--- src/rtl/vrf_pkg.sv ---
// Shared types and constants for the vector register file write arbiter.
package vrf_pkg;

  localparam int DEF_WIDTH        = 24;
  localparam int DEF_REGNUM       = 16;
  localparam int DEF_VECTOR_WIDTH = 8;
  localparam int DEF_ADDRESSWIDTH = 4;
  localparam int DEF_TIMEOUT      = 15;
  localparam int DEF_LANE_W       = $clog2(DEF_VECTOR_WIDTH);

  typedef enum logic [0:0] {
    IDLE  = 1'b0,
    BURST = 1'b1
  } arb_state_t;

  typedef logic [DEF_LANE_W-1:0]       lane_t;
  typedef logic [DEF_ADDRESSWIDTH-1:0] vreg_addr_t;

  // Register 15 aliases the program counter and must never be written here.
  localparam vreg_addr_t PC_REG = 4'hF;

  // True when the address targets the PC alias.
  function automatic logic is_pc_reg(input vreg_addr_t addr);
    return (addr == PC_REG);
  endfunction

endpackage

--- src/rtl/vrf_scoreboard.sv ---
// Per-register pending-write scoreboard. A set and a clear of the same
// register in the same cycle leave the register busy.
module vrf_scoreboard #(
  parameter int REGNUM       = 16,
  parameter int ADDRESSWIDTH = 4
) (
  input  logic                    clk,
  input  logic                    rst_n,
  input  logic                    set_en,
  input  logic [ADDRESSWIDTH-1:0] set_addr,
  input  logic                    clr_en,
  input  logic [ADDRESSWIDTH-1:0] clr_addr,
  output logic [REGNUM-1:0]       busy
);

  logic [REGNUM-1:0] busy_r;
  logic [REGNUM-1:0] set_mask_s;
  logic [REGNUM-1:0] clr_mask_s;

  // Decode set/clear requests into one-hot masks.
  always_comb begin
    set_mask_s = '0;
    clr_mask_s = '0;
    if (set_en) begin
      set_mask_s[set_addr] = 1'b1;
    end else begin
      set_mask_s = '0;
    end
    if (clr_en) begin
      clr_mask_s[clr_addr] = 1'b1;
    end else begin
      clr_mask_s = '0;
    end
  end

  // Apply clear first, then set, so set wins on collision.
  always_ff @(posedge clk or negedge rst_n) begin
    if (!rst_n) begin
      busy_r <= '0;
    end else begin
      busy_r <= (busy_r & ~clr_mask_s) | set_mask_s;
    end
  end

  assign busy = busy_r;

endmodule

--- src/rtl/vrf_write_arbiter.sv ---
// Arbitrates the single VRF write port between the vector ALU (V, one beat
// per vector) and the load unit (E, element bursts). Optional statistics
// counters are compiled in when VRF_ARB_STATS_EN is defined.
module vrf_write_arbiter
  import vrf_pkg::*;
#(
  parameter int WIDTH        = DEF_WIDTH,
  parameter int REGNUM       = DEF_REGNUM,
  parameter int VECTOR_WIDTH = DEF_VECTOR_WIDTH,
  parameter int ADDRESSWIDTH = DEF_ADDRESSWIDTH,
  parameter int TIMEOUT      = DEF_TIMEOUT,
  localparam int LANE_W      = $clog2(VECTOR_WIDTH)
) (
  input  logic                          clk,
  input  logic                          rst_n,
  input  logic                          v_valid,
  output logic                          v_ready,
  input  logic [ADDRESSWIDTH-1:0]       v_wd,
  input  logic [VECTOR_WIDTH*WIDTH-1:0] v_data,
  input  logic                          e_valid,
  output logic                          e_ready,
  input  logic [ADDRESSWIDTH-1:0]       e_wd,
  input  logic [LANE_W-1:0]             e_idx,
  input  logic [WIDTH-1:0]              e_data,
  input  logic                          e_last,
  output logic                          we,
  output logic [ADDRESSWIDTH-1:0]       wd3,
  output logic                          isvector,
  output logic                          vect_esc,
  output logic [LANE_W-1:0]             index_A,
  output logic [WIDTH-1:0]              data_in,
  output logic [VECTOR_WIDTH*WIDTH-1:0] data_in_v,
  output logic [REGNUM-1:0]             busy,
  output logic                          err
`ifdef VRF_ARB_STATS_EN
  ,
  output logic [31:0]                   stat_v_grants,
  output logic [31:0]                   stat_e_beats,
  output logic [31:0]                   stat_v_stalls
`endif
);

  localparam int TMO_W = $clog2(TIMEOUT + 1);

  arb_state_t              state_r, state_nxt_s;
  logic                    favour_v_r;
  logic [TMO_W-1:0]        tmo_r;
  logic [ADDRESSWIDTH-1:0] lock_reg_r;
  logic                    lock_bad_r;
  logic                    clr_pend_r;

  logic                    v_ready_s, e_ready_s;
  logic                    v_fire_s, e_fire_s, e_first_s;
  logic                    v_bad_s, e_bad_s, tmo_hit_s;
  logic [ADDRESSWIDTH-1:0] e_addr_s;

  logic                    we_r, isvector_r, vect_esc_r, err_r;
  logic [ADDRESSWIDTH-1:0] wd3_r;
  logic [LANE_W-1:0]       index_a_r;
  logic [WIDTH-1:0]        data_in_r;
  logic [VECTOR_WIDTH*WIDTH-1:0] data_in_v_r;

  assign v_fire_s  = v_valid && v_ready_s;
  assign e_fire_s  = e_valid && e_ready_s;
  assign e_first_s = e_fire_s && (state_r == IDLE);
  // Burst beats after the first ignore e_wd and target the locked register.
  assign e_addr_s  = (state_r == IDLE) ? e_wd : lock_reg_r;
  assign v_bad_s   = is_pc_reg(vreg_addr_t'(v_wd));
  assign e_bad_s   = (state_r == IDLE) ? is_pc_reg(vreg_addr_t'(e_wd)) : lock_bad_r;
  assign tmo_hit_s = (state_r == BURST) && !e_valid && (tmo_r == TMO_W'(TIMEOUT - 1));

  // FSM state register.
  always_ff @(posedge clk or negedge rst_n) begin
    if (!rst_n) begin
      state_r <= IDLE;
    end else begin
      state_r <= state_nxt_s;
    end
  end

  // Next-state: enter BURST on a multi-beat E start, leave on last beat or timeout.
  always_comb begin
    state_nxt_s = state_r;
    case (state_r)
      IDLE: begin
        if (e_first_s && !e_last) begin
          state_nxt_s = BURST;
        end else begin
          state_nxt_s = IDLE;
        end
      end
      BURST: begin
        if ((e_fire_s && e_last) || tmo_hit_s) begin
          state_nxt_s = IDLE;
        end else begin
          state_nxt_s = BURST;
        end
      end
      default: state_nxt_s = IDLE;
    endcase
  end

  // Ready outputs: depend on state, rr pointer and the other side's valid only.
  always_comb begin
    v_ready_s = 1'b0;
    e_ready_s = 1'b0;
    case (state_r)
      IDLE: begin
        v_ready_s = !e_valid || favour_v_r;
        e_ready_s = !v_valid || !favour_v_r;
      end
      BURST: begin
        v_ready_s = 1'b0;
        e_ready_s = 1'b1;
      end
      default: begin
        v_ready_s = 1'b0;
        e_ready_s = 1'b0;
      end
    endcase
  end

  assign v_ready = v_ready_s;
  assign e_ready = e_ready_s;

  // Round-robin pointer, burst idle timer and burst target lock.
  always_ff @(posedge clk or negedge rst_n) begin
    if (!rst_n) begin
      favour_v_r <= 1'b1;
      tmo_r      <= '0;
      lock_reg_r <= '0;
      lock_bad_r <= 1'b0;
    end else begin
      if (v_fire_s) begin
        favour_v_r <= 1'b0;
      end else if (e_fire_s) begin
        favour_v_r <= 1'b1;
      end
      if ((state_r == BURST) && !e_valid && !tmo_hit_s) begin
        tmo_r <= tmo_r + TMO_W'(1);
      end else begin
        tmo_r <= '0;
      end
      if (e_first_s) begin
        lock_reg_r <= e_wd;
        lock_bad_r <= e_bad_s;
      end
    end
  end

  // Regfile write controls, one registered cycle after acceptance.
  always_ff @(posedge clk or negedge rst_n) begin
    if (!rst_n) begin
      we_r        <= 1'b0;
      err_r       <= 1'b0;
      clr_pend_r  <= 1'b0;
      wd3_r       <= '0;
      isvector_r  <= 1'b0;
      vect_esc_r  <= 1'b0;
      index_a_r   <= '0;
      data_in_r   <= '0;
      data_in_v_r <= '0;
    end else begin
      we_r       <= (v_fire_s && !v_bad_s) || (e_fire_s && !e_bad_s);
      err_r      <= (v_fire_s && v_bad_s) || (e_first_s && e_bad_s) || tmo_hit_s;
      clr_pend_r <= v_fire_s || (e_fire_s && e_last);
      if (v_fire_s) begin
        wd3_r       <= v_wd;
        isvector_r  <= 1'b1;
        vect_esc_r  <= 1'b0;
        data_in_v_r <= v_data;
      end else if (e_fire_s) begin
        wd3_r      <= e_addr_s;
        isvector_r <= 1'b1;
        vect_esc_r <= 1'b1;
        index_a_r  <= e_idx;
        data_in_r  <= e_data;
      end
    end
  end

  assign we        = we_r;
  assign err       = err_r;
  assign wd3       = wd3_r;
  assign isvector  = isvector_r;
  assign vect_esc  = vect_esc_r;
  assign index_A   = index_a_r;
  assign data_in   = data_in_r;
  assign data_in_v = data_in_v_r;

  logic                    sb_set_s, sb_clr_s;
  logic [ADDRESSWIDTH-1:0] sb_set_addr_s, sb_clr_addr_s;

  // Illegal targets never get a pending write, so they never mark busy.
  assign sb_set_s      = (v_fire_s && !v_bad_s) || (e_first_s && !e_bad_s);
  assign sb_set_addr_s = v_fire_s ? v_wd : e_wd;
  assign sb_clr_s      = (we_r && clr_pend_r) || tmo_hit_s;
  assign sb_clr_addr_s = tmo_hit_s ? lock_reg_r : wd3_r;

  vrf_scoreboard #(
    .REGNUM       (REGNUM),
    .ADDRESSWIDTH (ADDRESSWIDTH)
  ) u_scoreboard (
    .clk      (clk),
    .rst_n    (rst_n),
    .set_en   (sb_set_s),
    .set_addr (sb_set_addr_s),
    .clr_en   (sb_clr_s),
    .clr_addr (sb_clr_addr_s),
    .busy     (busy)
  );

`ifdef VRF_ARB_STATS_EN
  logic [31:0] stat_v_grants_r, stat_e_beats_r, stat_v_stalls_r;

  // Saturating grant, beat and stall counters.
  always_ff @(posedge clk or negedge rst_n) begin
    if (!rst_n) begin
      stat_v_grants_r <= 32'd0;
      stat_e_beats_r  <= 32'd0;
      stat_v_stalls_r <= 32'd0;
    end else begin
      if (v_fire_s && (stat_v_grants_r != 32'hFFFF_FFFF)) begin
        stat_v_grants_r <= stat_v_grants_r + 32'd1;
      end
      if (e_fire_s && (stat_e_beats_r != 32'hFFFF_FFFF)) begin
        stat_e_beats_r <= stat_e_beats_r + 32'd1;
      end
      if (v_valid && !v_ready_s && (stat_v_stalls_r != 32'hFFFF_FFFF)) begin
        stat_v_stalls_r <= stat_v_stalls_r + 32'd1;
      end
    end
  end

  assign stat_v_grants = stat_v_grants_r;
  assign stat_e_beats  = stat_e_beats_r;
  assign stat_v_stalls = stat_v_stalls_r;
`else
  // Statistics counters are not built in this configuration.
`endif

endmodule

--- config.mk ---
export PLATFORM = sky130hd
export DESIGN_NAME = vrf_write_arbiter
export DESIGN_NICKNAME = d
export VERILOG_FILES = /design/src/rtl/vrf_pkg.sv /design/src/rtl/vrf_scoreboard.sv /design/src/rtl/vrf_write_arbiter.sv
export SDC_FILE = /design/constraint.sdc
export NUM_CORES = 1
export LEC_CHECK = 0
export CORE_ASPECT_RATIO = 1.25
export CORE_MARGIN = 2
export CORE_UTILIZATION = 30
export CTS_BUF_LIST = sky130_fd_sc_hd__clkbuf_4 sky130_fd_sc_hd__clkbuf_8 sky130_fd_sc_hd__clkbuf_16
export CTS_CLUSTER_DIAMETER = 200
export DETAILED_ROUTE_END_ITERATION = 6
export SYNTH_ARGS = -nofsm -noshare
export SYNTH_HDL_FRONTEND = slang
export SYNTH_SLANG_ARGS = --single-unit
--- constraint.sdc ---
create_clock -name clk -period 2.1 [get_ports clk]
set_input_delay 0.42 -clock clk [delete_from_list [all_inputs] [get_ports clk]]
set_output_delay 0.42 -clock clk [all_outputs]
set_load 0.05 [all_outputs]
==> flow_metrics.tcl <==
set metrics [dict create \
    initial_utilization 0.303 \
    dieArea_sq_um 35200 \
    p_leak_nw 8.39 \
    avgViaCountPerCell 4.55 \
    netlist_area_sq_um 10100 \
    syn_nets 1301 \
    routabilityCongestion 0.844 \
    track_usage 0.186 \
    post_cts_buffers 0 \
    grt_pass1_wl_microns 52000 \
    cp_num_cells 1 \
    dp_cells 1972 \
    stdcell_count 2021 \
    clk_latency_ns 0.54 \
    status "completed" \
    synth_edf_count 0 \
    crit_path_start_kind "register" \
    hold_depth 3 \
    fp-row-count 75 \
    ys.flop_type "dfrtp_1" \
    postRouteAntennaNets 0 \
    io_buffers 476 \
    ys_warn_count 0 \
    dr.pass1.iters 5 \
    die_h_microns 209 \
    required_ns 1.68 \
    pin_count 477 \
    synth.distinct_cells 44 \
    cp_top_family "buffers and inverters" \
    overflow 0 \
    coreArea_sq_um 33400 \
    hold_viol_final 0 \
    dp_hpwl_microns 25500 \
    tightest_slew_ns 0.577 \
    clock_path_buffers 3 \
    crit_chain "dlygate4sd2_1" \
    htree_num_levels 1 \
    cts-root-buf "clkbuf_16" \
    syn_area_per_cell_sq_um 9.48 \
    grt_pass1_vias 9189 \
    slew_headroom 0.617 \
    p_per_area_nw_per_um2 1300 \
    drive_above_1_share 0.100 \
    drt_iter0_drc 498 \
    drv_slew 0 \
    ys_seq_area_frac 0.631 \
    skew_ns 0.0100 \
    cts_tree "done" \
    cp.buffers_inverters 1 \
    ys_ff_latch 255 \
    hold_path.class "in -> reg" \
    power_mw 21.4 \
    fill_cells 3203 \
    max_stage_delay_ns 0.58 \
    fp.dieW_microns 168 \
    ir_worst_vdd_mv 0.807 \
    area_growth_pct 62.8 \
    end_kind "output port" \
    cts_sinks 255 \
    fmax_ghz 0.498 \
    grt_max_degree 64 \
    drc 0 \
    synthArstFlopShare 1.00 \
    setup.worst_path.class "reg -> out" \
    period_needed_ns 2.01 \
    antenna_found_initial 1 \
    path_max_fanout 6 \
    reg2reg_depth 6 \
    multi_input_area_sq_um 3450 \
    synth_area_leader_cell "dfrtp_1" \
    period_share 0.956 \
    nNetsFinal 1813 \
    synth_area_leaders "dfrtp_1 (63%), nand2_1 (22%), mux2_2 (2.9%), buf_2 (2.0%), a32o_1 (1.5%)" \
    regArea_sq_um 6380 \
    rsz0062_at_grt "false" \
    synth_top_area_frac 0.628 \
    numCtsBuffers 27 \
    worstPathArrival_ns 1.59 \
    critPathSlowestCell "dlygate4sd2_1" \
    path_clk_slew_ns 0.06 \
    wl_per_cell_microns 16.6 \
    drv_cap 0 \
    setup_violations 0 \
    vias 9204 \
    synthCells 1067 \
    routed_wl_microns 33600 \
]
metal layers:
layer	routed length [microns]	vias to the layer above	GRT usage
li1	-	4412	-
met1	12900	4336	0.219
met2	16500	400	0.322
met3	3080	56	0.0566
met4	1050	0	0.0624
met5	0	-	0
power by group:
group,internal (mW),total (mW),switching (mW)
Sequential,6.31,7.08,0.766
Combinational,2.63,9.65,7.02
Clock,2.72,4.67,1.95
stage by stage:
step           area, sq um  hold slack, ns  setup TNS (ns)  worst slack [ns]  utilization
6_report             16500           0.397               0            0.0930        0.493
5_1_grt              16500           0.381               0            0.0117        0.493
4_1_cts              16500           0.366               0            0.0117        0.493
3_5_place_dp         15900           0.421         -0.0122           -0.0122        0.475
3_3_place_gp         15900           0.422               0            0.0359        0.475
2_1_floorplan        10100           0.124               0             0.307            -
cells by family (layout without fill, tap and decap cells):
kind of cell | Yosys count | in the layout | synth area share
compound gates | 40 | 40 | 0.0340
xor+xnor | 2 | 2 | 0.00173
fa+ha+maj | 2 | 2 | 0.00247
buf+inv | 60 | 590 | 0.0313
flops | 255 | 255 | 0.631
mux | 30 | 30 | 0.0330
other cells | 0 | 1 | 0
simple gates | 678 | 678 | 0.267
flip-flops by register name (all words and copies together), names as in the netlist, 3 cells and up:
| signal | count |
|---|---|
| data_in | 24 |
| tmo_r | 4 |
| index_A | 3 |
| lock_reg_r | 4 |
| data_in_v | 192 |
| u_scoreboard.busy | 16 |
| wd3 | 4 |
area by class of cell:
cell class,count,share of cell area
flip-flops and latches,255,0.387
diodes,1,0.000152
clock inverters,7,0.00266
repair buffers,537,0.316
multi-input cells,752,0.210
well taps,423,0.0321
clock buffers,40,0.0504
inverters,6,0.00137
cell usage after synthesis, types with 2 or more instances:
cell type	instances
buf_4	3
mux2i_1	3
nand2b_1	7
o211ai_1	3
o22ai_1	2
nor2b_1	5
or2_2	2
dfrtp_1	254
o311ai_1	4
a221o_1	2
buf_2	40
nand3_1	25
inv_1	5
a21oi_1	2
nand4_1	12
mux2_2	26
clkbuf_1	7
o21ai_0	4
nand2_1	600
buf_6	4
or3_1	6
o221ai_1	3
a32o_1	15
nor2_1	11
nor3b_1	2
ha_1	2
placed cells by master, fill, tap and decap left out, drive strengths merged, types with 2 or more instances in the layout:
cell,Yosys,layout
nand2,601,601
dfrtp,254,254
dlygate4sd2,0,233
clkdlybuf4s50,0,230
buf,47,73
clkbuf,7,40
mux2,27,27
nand3,26,26
a32o,15,15
nand4,12,12
nor2,11,11
nand2b,8,8
inv,6,7
or3,6,6
nor2b,5,5
o311ai,4,4
o21ai,4,4
clkinv,0,4
mux2i,3,3
o211ai,3,3
o221ai,3,3
or2,3,3
a21oi,3,3
nor3b,2,2
o22ai,2,2
a221o,2,2
ha,2,2
clkinvlp,0,2
repair_timing:
| item | 4_1_cts | 5_1_grt |
|---|---|---|
| pin swaps | 0 | 0 |
| hold endpoints to repair | 49 | 0 |
| hold buffers | 1 | 0 |
| setup endpoints to repair | 235 | 1 |
| gates resized for setup | 236 | 1 |
path summary, 6_finish.rpt:
path / from / end / slack, ns
min in group asynchronous: rst_n / u_scoreboard.busy[8] / 0.42
setup / recovery: wd3[2] / wd3[2] / 0.09
max in group asynchronous: rst_n / data_in[10] / 1.05
hold reg to reg: data_in_v[131] / data_in_v[131] / 0.47
setup reg to reg: tmo_r[0] / u_scoreboard.busy[0] / 0.33
hold / removal: v_data[149] / data_in_v[149] / 0.40
(Power assumes the default switching activity.)
